[src/rtl/vc_traffic_source.sv]
// vc_traffic_source
//   Transmitter end of the QoS ingress interface. It emits per-VC word
//   streams and obeys per-VC flow control from the QoS block. Each cycle,
//   one eligible VC is chosen round-robin.
// Ports
//   clk, rst        rising-edge clock; asynchronous active-high reset
//   enb             global enable (low freezes state, suppresses wr_en/done)
//   iniciar         start-burst pulse, honoured only in IDLE
//   cuenta          per-VC word counts, VC i at cuenta[i*CW +: CW]
//   pausa           per-VC pause request
//   continuar       per-VC resume request
//   error_full      per-VC overflow error (aborts that VC)
//   vc_id           target VC of the current word
//   data_word       current word payload
//   wr_en           word valid this cycle
//   idle            FSM is in IDLE
//   done            one-cycle pulse at burst completion
//   vc_error        sticky per-VC abort flags
module vc_traffic_source #(
    parameter  int QUEUE_QUANTITY = 4,
    parameter  int BUF_WIDTH      = 3,
    parameter  int MAX_WORDS      = 16,
    localparam int CW             = $clog2(MAX_WORDS + 1),
    localparam int VW             = $clog2(QUEUE_QUANTITY)
) (
    input  logic                         clk,
    input  logic                         rst,
    input  logic                         enb,
    input  logic                         iniciar,
    input  logic [QUEUE_QUANTITY*CW-1:0] cuenta,
    input  logic [QUEUE_QUANTITY-1:0]    pausa,
    input  logic [QUEUE_QUANTITY-1:0]    continuar,
    input  logic [QUEUE_QUANTITY-1:0]    error_full,
    output logic [VW-1:0]                vc_id,
    output logic [BUF_WIDTH:0]           data_word,
    output logic                         wr_en,
    output logic                         idle,
    output logic                         done,
    output logic [QUEUE_QUANTITY-1:0]    vc_error
);

    typedef enum logic [1:0] {IDLE, SEND, DONE} state_t;

    state_t                      state;
    logic [CW-1:0]               rem [QUEUE_QUANTITY];
    logic [CW-1:0]               seq [QUEUE_QUANTITY];
    logic [QUEUE_QUANTITY-1:0]   pause;
    logic [VW-1:0]               ptr;

    logic [QUEUE_QUANTITY-1:0]   elig;
    logic                        pending;
    logic                        win_found;
    logic [VW-1:0]               win;
    logic [VW-1:0]               cand;
    logic [VW-1:0]               nxt_ptr;
    logic [BUF_WIDTH:0]          word;

    // Arbitration: scan cyclically from ptr, first eligible VC wins.
    // pending ignores pause so that paused VCs with work keep the FSM in SEND.
    always_comb begin
        elig      = '0;
        pending   = 1'b0;
        win_found = 1'b0;
        win       = '0;
        cand      = '0;
        for (int unsigned k = 0; k < QUEUE_QUANTITY; k++) begin
            elig[k] = (rem[k] != '0) && !pause[k] && !vc_error[k];
            pending = pending | ((rem[k] != '0) && !vc_error[k]);
        end
        for (int unsigned off = 0; off < QUEUE_QUANTITY; off++) begin
            cand = VW'((32'(ptr) + off) % QUEUE_QUANTITY);
            if (!win_found && elig[cand]) begin
                win_found = 1'b1;
                win       = cand;
            end
        end
        word    = (BUF_WIDTH + 1)'(32'(win) * 32'd4 + 32'(seq[win]));
        nxt_ptr = VW'((32'(win) + 32'd1) % QUEUE_QUANTITY);
    end

    always_ff @(posedge clk or posedge rst) begin
        if (rst) begin
            state     <= IDLE;
            vc_id     <= '0;
            data_word <= '0;
            wr_en     <= 1'b0;
            done      <= 1'b0;
            idle      <= 1'b1;
            vc_error  <= '0;
            pause     <= '0;
            ptr       <= '0;
            for (int unsigned k = 0; k < QUEUE_QUANTITY; k++) begin
                rem[k] <= '0;
                seq[k] <= '0;
            end
        end else if (!enb) begin
            // Freeze: state holds; done is also dropped so a freeze while
            // in DONE cannot stretch the completion pulse.
            wr_en <= 1'b0;
            done  <= 1'b0;
        end else begin
            wr_en <= 1'b0;
            done  <= 1'b0;
            case (state)
                IDLE: begin
                    if (iniciar) begin
                        for (int unsigned k = 0; k < QUEUE_QUANTITY; k++) begin
                            rem[k] <= cuenta[k*CW +: CW];
                            seq[k] <= '0;
                        end
                        pause    <= '0;
                        vc_error <= '0;
                        ptr      <= '0;
                        idle     <= 1'b0;
                        if (cuenta == '0) begin
                            state <= DONE;
                            done  <= 1'b1;
                        end else begin
                            state <= SEND;
                        end
                    end
                end
                SEND: begin
                    if (!pending) begin
                        state <= DONE;
                        done  <= 1'b1;
                    end else if (win_found) begin
                        wr_en     <= 1'b1;
                        vc_id     <= win;
                        data_word <= word;
                        rem[win]  <= rem[win] - 1'b1;
                        seq[win]  <= seq[win] + 1'b1;
                        ptr       <= nxt_ptr;
                    end
                    // Flag sampling comes after the word update so that an
                    // abort's rem clear overrides a same-cycle decrement.
                    for (int unsigned k = 0; k < QUEUE_QUANTITY; k++) begin
                        if (pausa[k]) begin
                            pause[k] <= 1'b1;
                        end else if (continuar[k]) begin
                            pause[k] <= 1'b0;
                        end
                        if (error_full[k]) begin
                            vc_error[k] <= 1'b1;
                            rem[k]      <= '0;
                        end
                    end
                end
                DONE: begin
                    state <= IDLE;
                    idle  <= 1'b1;
                end
                default: begin
                    state <= IDLE;
                    idle  <= 1'b1;
                end
            endcase
        end
    end

endmodule

[config.mk]
export PLATFORM = sky130hd
export DESIGN_NAME = vc_traffic_source
export DESIGN_NICKNAME = d
export VERILOG_FILES = /design/src/rtl/vc_traffic_source.sv
export SDC_FILE = /design/constraint.sdc
export NUM_CORES = 1
export LEC_CHECK = 0
export BUFFER_PORTS_ARGS = -buffer_cell sky130_fd_sc_hd__clkbuf_2
export CAP_MARGIN = 10
export CORE_UTILIZATION = 60
export CTS_BUF_LIST = sky130_fd_sc_hd__clkbuf_2 sky130_fd_sc_hd__clkbuf_4 sky130_fd_sc_hd__clkbuf_8
export DETAILED_ROUTE_END_ITERATION = 12
export PLACE_DENSITY = 0.83
export SYNTH_ARGS = -nofsm -noshare
export SYNTH_HDL_FRONTEND = slang
export SYNTH_SLANG_ARGS = --single-unit
[constraint.sdc]
create_clock -name clk -period 5.32 [get_ports clk]
set_input_delay 0.266 -clock clk [delete_from_list [all_inputs] [get_ports clk]]
set_output_delay 0.266 -clock clk [all_outputs]
set_load 0.1 [all_outputs]
==> results of run 1 <==
[flip-flops by register name (all words and copies together), names as in the netlist]
name / cells
wr_en: 1
state: 2
pause: 4
done: 1
idle: 1
vc_error: 4
seq: 16
vc_id: 2
data_word: 4
ptr: 2
rem: 20
[layer usage]
metal / vias up / global-route usage, % / wire [um] / part of all wire [%]
met5: - / 0 / 0 / 0
met4: 0 / 11.5 / 182 / 1.8
met3: 23 / 8.84 / 1100 / 11
met2: 224 / 51.4 / 4510 / 44
met1: 1651 / 49.4 / 4340 / 43
li1: 1548 / - / - / -
[cells by family after synthesis]
family	after synthesis
adder cells (fa/ha/maj)	7
AND/OR/NAND/NOR	128
AO/OA/AOI/OAI	132
buffers and inverters	32
flip-flops	57
XOR/XNOR	1
multiplexers	19
[final cells by class]
class                      count  share of cell area, %
timing repair buffer          58                   7.79
inverter                      14                   1.30
clock inverter                 4                   1.24
clock buffer                  12                   4.08
tap                           72                   2.23
sequential                    57                   35.3
multi-input combinational    287                   48.1
[worst max-delay path by stage]
stage	startpoint	end	depth (start not counted)
final	rem[17]	rem[7]	13
after global placement	rem[17]	rem[17]	13
after global routing	rem[17]	rem[17]	13
after CTS	rem[17]	data_word[3]	11
after floorplan	vc_error[3]	rem[12]	12
after detailed placement	rem[17]	data_word[3]	11
[critical path: stages (launching register included)]
cell      delay [ns]
dfrtp_1         0.39
nor4_1          0.61
a211oi_1        0.36
a22o_1          0.34
nor3_4          0.36
buf_4           0.27
inv_2           0.15
nor2_2          0.19
a222oi_1        0.12
buf_4           0.19
ha_1            0.32
nor4_1          0.68
o31a_1          0.22
a21oi_1         0.07
[cell usage in the layout (no fill, tap or decap), types with 4 or more instances in the layout]
master / count
nor4_1: 9
o211ai_1: 8
o31a_1: 5
and2_1: 5
ha_1: 7
and3_1: 4
o21ai_0: 11
a211o_1: 7
nand4_1: 9
dfrtp_1: 56
a21oi_1: 35
nand2b_1: 6
clkbuf_8: 12
nor2_1: 39
clkbuf_2: 48
a31oi_1: 9
o311ai_0: 4
a311o_1: 4
mux2_2: 10
nor2b_1: 8
inv_1: 11
buf_4: 10
nand3_1: 13
nand2_1: 21
a32o_1: 7
mux2i_1: 9
a22o_1: 12
[per-stage QoR]
step / hold slack [ns] / util (%) / setup slack [ns]
finish: 0.0966 / 72.6 / 0.925
global route: 0.145 / 72.6 / 0.683
CTS: 0.126 / 72.6 / 1.03
detailed placement: 0.484 / 68.7 / 1.08
global placement: 0.478 / 68.7 / 1.25
floorplan: 0.406 / - / 1.32
==> impl_metrics.env, run 1 <==
export IMPL_reg2reg_to="rem[7]"
export IMPL_path_class="reg2reg"
export IMPL_multi_input_area_um2=1940
export IMPL_synth_most_common_cell="dfrtp_1"
export IMPL_regArea_um2=1430
export IMPL_die_w_um=78.4
export IMPL_grt_start_max_net_pins=58
export IMPL_fin_tns_setup_ns=0
export IMPL_remaining_drc_errors=0
export IMPL_synth_compound_area_share_pct=27.9
export IMPL_holdBufCountCts=0
export IMPL_routabilityCongestion=0.920
export IMPL_finalInstanceArea_um2=4050
export IMPL_required_ns=5.55
export IMPL_startpoint_type="register"
export IMPL_cts_max_path_buffers=2
export IMPL_io_pins=49
export IMPL_async_reset_ff_share_pct=100
export IMPL_post_drt_via_cell_ratio=6.84
export IMPL_synth_top_family_by_area="compound AO/OA/AOI/OAI gates"
export IMPL_fin_nets=470
export IMPL_placed_cells=488
export IMPL_num_vias=3446
export IMPL_fin_crit_sh_pct=82.6
export IMPL_rsz0062_at_grt="false"
export IMPL_h_tree_depth=3
export IMPL_grt_pass1_wl_mm=15.9
export IMPL_root_buffer="clkbuf_8"
export IMPL_wl_mm=10.1
export IMPL_fillCellCount=423
export IMPL_rows=27
export IMPL_synth_area_leader_cell="dfrtp_1"
export IMPL_antenna_found_initial=0
export IMPL_final_hold_viol_count=0
export IMPL_ant_nets=0
export IMPL_cts_buffers_inserted=9
export IMPL_crit_path_max_fanout=11
export IMPL_cts_sinks=57
export IMPL_place_hpwl_mm=7.33
export IMPL_post_cts_setup_buffers=0
export IMPL_synth_nets=419
export IMPL_io_buffers=48
export IMPL_dieArea_um2=6150
export IMPL_synth_simple_gate_area_share_pct=18.9
export IMPL_grt_overflow_total=0
export IMPL_initial_core_util_pct=62.9
export IMPL_tightest_slew_ns=1.12
export IMPL_ys_flop_type="dfrtp_1"
export IMPL_wire_per_inst_um=20.1
export IMPL_slew_headroom_pct=24.7
export IMPL_maxCapViolations=0
export IMPL_syn2layout_area_growth_pct=15.5
export IMPL_avgSynthCellArea_um2=9.32
export IMPL_fin_skew_ns=0.00911
export IMPL_diodes=0
export IMPL_core_area_um2=5570
export IMPL_setup_violations=0
export IMPL_netlist_area_um2=3500
export IMPL_synth_area_leaders="dfrtp_1 40%, a21oi_1 5.0%, nor2_1 4.2%"
export IMPL_end_kind="register"
export IMPL_path_clk_slew_ns=0.07
export IMPL_ff2ff_setup_slack_ns=0.92
export IMPL_drive_above_1_share_pct=22.5
export IMPL_cts_tree="built"
export IMPL_r2r_cells=13
export IMPL_worstSkewPairLatency_ns=0.35
export IMPL_grt_pass1_vias=3057
export IMPL_synth_adder_area_share_pct=2.50
export IMPL_muxShareOfSynthArea_pct=5.79
export IMPL_grt_usage_pct=34.7
export IMPL_fmax_mhz=228
export IMPL_hold_class="in2async"
export IMPL_ys_types=56
export IMPL_synth_seq_area_share_pct=40.8
export IMPL_placed_area_um2=3830
export IMPL_ys_top_cells_by_count="56 x dfrtp_1, 39 x nor2_1, 35 x a21oi_1"
export IMPL_dr_pass1_iters=6
export IMPL_ys_warnings_count=0
export IMPL_synthCells=376
export IMPL_timing_rr_start="rem[17]"
export IMPL_ys_seq_elements=57
export IMPL_synth_edf_count=0
export IMPL_slew_viol_final=0
export IMPL_status="completed"
export IMPL_initialDrtViolationCount=394
export IMPL_cp_data_arrival_time_ns=4.63
export IMPL_post_route_min_period_ns=4.40
export IMPL_synth_top_area_share_pct=40.0
export IMPL_synth_xor_area_share_pct=0.250
export IMPL_layout_cells_non_filler=504
export IMPL_cts_resized=0
export IMPL_die_h_um=78.4
Power of run 1 is not shown: default switching activity piles up to over one toggle a cycle in this logic, so the estimate is an artifact.
==> run 2: changes to the inputs <==
--- a/config.mk
+++ b/config.mk
@@ -5,6 +5,7 @@
 export SDC_FILE = /design/constraint.sdc
 export NUM_CORES = 1
 export LEC_CHECK = 0
+export ABC_AREA = 1
 export BUFFER_PORTS_ARGS = -buffer_cell sky130_fd_sc_hd__clkbuf_2
 export CAP_MARGIN = 10
 export CORE_UTILIZATION = 60
==> constraint.sdc (replaced) <==
create_clock -name clk -period 4.55 [get_ports clk]
set_input_delay 0.2275 -clock clk [delete_from_list [all_inputs] [get_ports clk]]
set_output_delay 0.2275 -clock clk [all_outputs]
set_load 0.1 [all_outputs]
==> impl_metrics.env, run 2 <==
export IMPL_ys_seq_elements=57
export IMPL_status="completed"
export IMPL_syn2layout_area_growth_pct=12.7
export IMPL_startpoint_type="register"
export IMPL_synthCells=479
export IMPL_end_kind="register"
export IMPL_grt_pass1_wl_mm=15.5
export IMPL_grt_start_max_net_pins=58
export IMPL_post_route_min_period_ns=3.51
export IMPL_h_tree_depth=3
export IMPL_diodes=0
export IMPL_fmax_mhz=285
export IMPL_ys_flop_type="dfrtp_1"
export IMPL_grt_usage_pct=33.1
export IMPL_post_drt_via_cell_ratio=5.90
export IMPL_grt_pass1_vias=3390
export IMPL_initial_core_util_pct=64.1
export IMPL_top_regs="rem: 20 flops, seq: 16 flops"
export IMPL_root_buffer="clkbuf_8"
export IMPL_synth_area_leader_cell="dfrtp_1"
export IMPL_ys_warnings_count=0
export IMPL_place_hpwl_mm=7.14
export IMPL_final_cell_mix="109 x nand2_1, 56 x dfrtp_1, 50 x inv_1"
export IMPL_required_ns=4.78
export IMPL_final_hold_viol_count=0
export IMPL_routabilityCongestion=0.938
export IMPL_io_pins=49
export IMPL_slew_headroom_pct=41.1
export IMPL_wl_mm=9.70
export IMPL_synth_top_area_share_pct=38.7
export IMPL_slew_viol_final=0
export IMPL_core_area_um2=5640
export IMPL_ys_top_cells_by_count="109 x nand2_1, 56 x dfrtp_1, 51 x inv_1"
export IMPL_cts_sinks=57
export IMPL_ys_types=41
export IMPL_fin_nets=571
export IMPL_setup_violations=0
export IMPL_die_h_um=79.6
export IMPL_synth_edf_count=0
export IMPL_io_buffers=48
export IMPL_hold_class="in2async"
export IMPL_synth_most_common_cell="nand2_1"
export IMPL_cp_data_arrival_time_ns=3.74
export IMPL_cts_resized=0
export IMPL_cts_buffers_inserted=9
export IMPL_multi_input_area_um2=1890
export IMPL_avgSynthCellArea_um2=7.55
export IMPL_rows=27
export IMPL_dieArea_um2=6340
export IMPL_cts_max_path_buffers=2
export IMPL_ant_nets=0
export IMPL_top_register="rem"
export IMPL_largest_register_ffs=20
export IMPL_drive_above_1_share_pct=22.0
export IMPL_synth_seq_area_share_pct=39.5
export IMPL_maxCapViolations=0
export IMPL_grt_overflow_total=0
export IMPL_num_vias=3572
export IMPL_holdBufCountCts=0
export IMPL_wire_per_inst_um=16.0
export IMPL_fillCellCount=452
export IMPL_synth_area_leaders="dfrtp_1 39%, nand2_1 11%, nand3_1 6.2%"
export IMPL_synth_nets=522
export IMPL_async_reset_ff_share_pct=100
export IMPL_regArea_um2=1430
export IMPL_rsz0062_at_grt="false"
export IMPL_dr_pass1_iters=5
export IMPL_post_cts_setup_buffers=0
export IMPL_fin_crit_sh_pct=77.1
export IMPL_initialDrtViolationCount=393
export IMPL_layout_commonest_cell="nand2_1"
export IMPL_fin_skew_ns=0.00474
export IMPL_worstSkewPairLatency_ns=0.35
export IMPL_antenna_found_initial=0
export IMPL_path_clk_slew_ns=0.07
export IMPL_cts_tree="built"
export IMPL_path_class="reg2reg"
export IMPL_die_w_um=79.6
export IMPL_remaining_drc_errors=0
export IMPL_tightest_slew_ns=0.880
export IMPL_crit_path_max_fanout=32
export IMPL_netlist_area_um2=3620
export IMPL_fin_tns_setup_ns=0
==> run 2: cell types whose count changed after synthesis, sizes merged, moves of 10 or more <==
cell / before / now
nand2: 21 / 126
inv: 14 / 57
nand3: 13 / 53
a22o: 13 / 0
o21ai: 13 / 25
nor2: 40 / 51
mux2: 10 / 0
==> run 2: critical path, cell delays in order, from the launching register on <==
cell and delay (ns):
dfrtp_1 0.51, inv_2 0.17, nand4_1 0.19, nand2_1 0.13, nand2_1 0.06, nand2_1 0.10, nand2_2 0.06, nand2_2 0.06
nand2_1 0.21, nand2_2 0.62, inv_4 0.08, ha_1 0.26, a21oi_1 0.49, inv_1 0.20, nor2_1 0.15, a21oi_1 0.06
==> run 2: cell families after synthesis <==
family / Yosys count / share of synthesized area [%]
xor gates and xnor gates: 3 / 1.66
adders and majority gates: 7 / 2.42
and+or+nand+nor: 260 / 33.9
AOI/OAI and AO/OA: 84 / 14.4
buffers and inverters: 68 / 8.20
DFF: 57 / 39.5
==> run 2: layer usage <==
| metal | global-route usage (%) | up-vias | part of all wire (%) |
|---|---|---|---|
| li1 | - | 1701 | - |
| met1 | 41.1 | 1696 | 41 |
| met2 | 53.9 | 140 | 49 |
| met3 | 7.77 | 35 | 7.1 |
| met4 | 16.2 | 0 | 3.2 |
| met5 | 0 | - | 0 |
==> run 2: path summary, 6_finish.rpt <==
check / from / endpoint / slack, ns / depth (start not counted)
worst min-delay path: rst / wr_en / 0.04 / 3
worst min register to register: data_word[2] / data_word[2] / 0.48 / 2
worst max-delay path: ptr[0] / rem[8] / 1.04 / 15
min in group clk: pausa[1] / pause[1] / 0.12 / 3
max in group asynchronous: rst / rem[16] / 3.98 / 3
worst max register to register: ptr[0] / rem[8] / 1.04 / 15
==> run 2: layout make-up <==
type / instances / share of cell area, %
repair buffers: 49 / 6.08
multi-input cells: 354 / 46.5
clock buffers: 11 / 3.56
inverters: 57 / 5.31
flip-flops and latches: 57 / 35.0
well taps: 72 / 2.21
clock inverters: 5 / 1.35
==> run 2: stage by stage <==
step | util (%) | cell area [um2] | cells | hold WS (ns) | worst slack [ns]
floorplan | - | 3620 | 479 | 0.372 | 1.59
global placement | 68.7 | 3870 | 589 | 0.450 | 1.20
detailed placement | 68.7 | 3870 | 589 | 0.463 | 1.15
CTS | 72.2 | 4080 | 605 | 0.0911 | 1.12
global route | 72.2 | 4080 | 605 | 0.127 | 0.735
finish | 72.2 | 4080 | 605 | 0.0419 | 1.04
Power of run 2 is left out for the same reason.
==> run 3: changes to the inputs <==
==> constraint.sdc (replaced) <==
create_clock -name clk -period 3.49 [get_ports clk]
set_input_delay 0.1745 -clock clk [delete_from_list [all_inputs] [get_ports clk]]
set_output_delay 0.1745 -clock clk [all_outputs]
set_load 0.1 [all_outputs]
==> impl_metrics.env, run 3 (synthesis results as in run 2) <==
export IMPL_status="completed"
export IMPL_setup_violations=0
export IMPL_wire_per_inst_um=16.5
export IMPL_root_buffer="clkbuf_8"
export IMPL_fin_tns_setup_ns=0
export IMPL_fin_crit_sh_pct=91.8
export IMPL_routabilityCongestion=0.912
export IMPL_slew_headroom_pct=48.3
export IMPL_io_buffers=48
export IMPL_post_route_min_period_ns=3.21
export IMPL_wl_mm=10.1
export IMPL_grt_pass1_vias=3507
export IMPL_fmax_mhz=312
export IMPL_tightest_slew_ns=0.773
export IMPL_dieArea_um2=6340
export IMPL_rsz0062_at_grt="false"
export IMPL_slew_viol_final=0
export IMPL_grt_overflow_total=0
export IMPL_layout_commonest_cell="nand2_1"
export IMPL_initialDrtViolationCount=334
export IMPL_cp_slowest_cell="dfrtp_1"
export IMPL_core_area_um2=5640
export IMPL_largest_register_ffs=20
export IMPL_worstSkewPairLatency_ns=0.34
export IMPL_grt_pass1_wl_mm=16.2
export IMPL_cts_tree="built"
export IMPL_crit_path_max_fanout=19
export IMPL_num_vias=3598
export IMPL_fin_nets=579
export IMPL_place_hpwl_mm=7.75
export IMPL_maxCapViolations=0
export IMPL_syn2layout_area_growth_pct=15.3
export IMPL_top_register="rem"
export IMPL_crit_chain="inv_1 -> nand3_1 -> nand4_1 -> nand3_1 -> nand2_2 -> nand2_2 -> nand2_2 -> nor2_2 -> nand2_2 -> nand2_4 -> buf_4 -> nand2_1 -> nand3_1 -> nand2_1 -> ha_1 -> nor3_1 -> a21oi_1 -> a21oi_1"
export IMPL_grt_start_max_net_pins=30
export IMPL_end_kind="register"
export IMPL_fin_skew_ns=0.0116
export IMPL_hold_start="pausa[2]"
export IMPL_cts_buffers_inserted=9
export IMPL_startpoint_type="register"
export IMPL_final_cell_mix="109 x nand2_1, 56 x dfrtp_1, 50 x inv_1"
export IMPL_cp_data_arrival_time_ns=3.47
export IMPL_max_stage_delay_ns=0.41
export IMPL_timing_rr_start="rem[13]"
export IMPL_die_w_um=79.6
export IMPL_grt_usage_pct=34.3
export IMPL_post_drt_via_cell_ratio=5.87
export IMPL_worstSetupStartpoint="rem[13]"
export IMPL_required_ns=3.75
export IMPL_io_pins=49
export IMPL_path_class="reg2reg"
export IMPL_remaining_drc_errors=0
export IMPL_diodes=0
export IMPL_cts_max_path_buffers=2
export IMPL_antenna_found_initial=0
export IMPL_die_h_um=79.6
export IMPL_fillCellCount=455
export IMPL_final_hold_viol_count=0
export IMPL_rows=27
export IMPL_ant_nets=0
export IMPL_cp_common_cell="nand2_2"
export IMPL_hold_class="in2reg"
export IMPL_drive_above_1_share_pct=22.9
export IMPL_h_tree_depth=3
export IMPL_path_clk_slew_ns=0.07
export IMPL_cts_sinks=57
export IMPL_initial_core_util_pct=64.1
export IMPL_top_regs="rem: 20 flops, seq: 16 flops"
export IMPL_dr_pass1_iters=6
run 3: metrics by stage:
step / std cells / hold WS, ns / util (%) / area [um2] / setup slack (ns)
after floorplan: 479 / 0.319 / - / 3620 / 0.533
after global placement: 596 / 0.254 / 69.6 / 3930 / 0.355
after detailed placement: 596 / 0.270 / 69.6 / 3930 / 0.232
after global routing: 613 / 0.0812 / 73.9 / 4170 / 0.0923
after CTS: 613 / 0.0807 / 73.8 / 4160 / 0.218
final: 613 / 0.0839 / 73.9 / 4170 / 0.285
run 3: layout make-up:
class | instances | area, um2 | area share (%)
clock buffers | 10 | 138 | 3.30
clock inverters | 6 | 88.8 | 2.13
inverters | 57 | 216 | 5.19
multi-input cells | 354 | 1900 | 45.5
flip-flops and latches | 57 | 1430 | 34.2
well taps | 72 | 90.1 | 2.16
repair buffers | 57 | 310 | 7.44
run 3: repair_timing:
item                                    in CTS  in global routing
hold buffers                                 1                  0
buffers inserted                             0                  0
endpoints found under the setup margin       0                  5
endpoints found under the hold margin       28                  0
gates resized for setup                      0                  1
run 3: routing by layer:
layer,wire length [um],global-route usage [%],vias to the layer above
met3,602,6.63,29
met2,5110,60.3,158
met1,4130,41.1,1693
met5,0,0,-
li1,-,-,1718
met4,277,13.5,0
run 3: path summary, 6_finish.rpt:
| check | to | slack (ns) | depth (start not counted) |
|---|---|---|---|
| worst max-delay path | rem[16] | 0.28 | 18 |
| worst min-delay path | pause[2] | 0.08 | 3 |
| worst max register to register | rem[16] | 0.28 | 18 |
| worst min register to register | data_word[2] | 0.48 | 2 |
| max in group asynchronous | idle | 2.17 | 4 |
| min in group asynchronous | data_word[3] | 0.45 | 3 |
run 3: worst max-delay path: cells and delay by family (launching register included):
family,cells,cell delay [ns]
AND/OR/NAND/NOR,13,1.75
flip-flops,1,0.41
adder cells (fa/ha/maj),1,0.41
buffers and inverters,2,0.32
AO/OA/AOI/OAI,2,0.22
Power of run 3 is left out for the same reason.
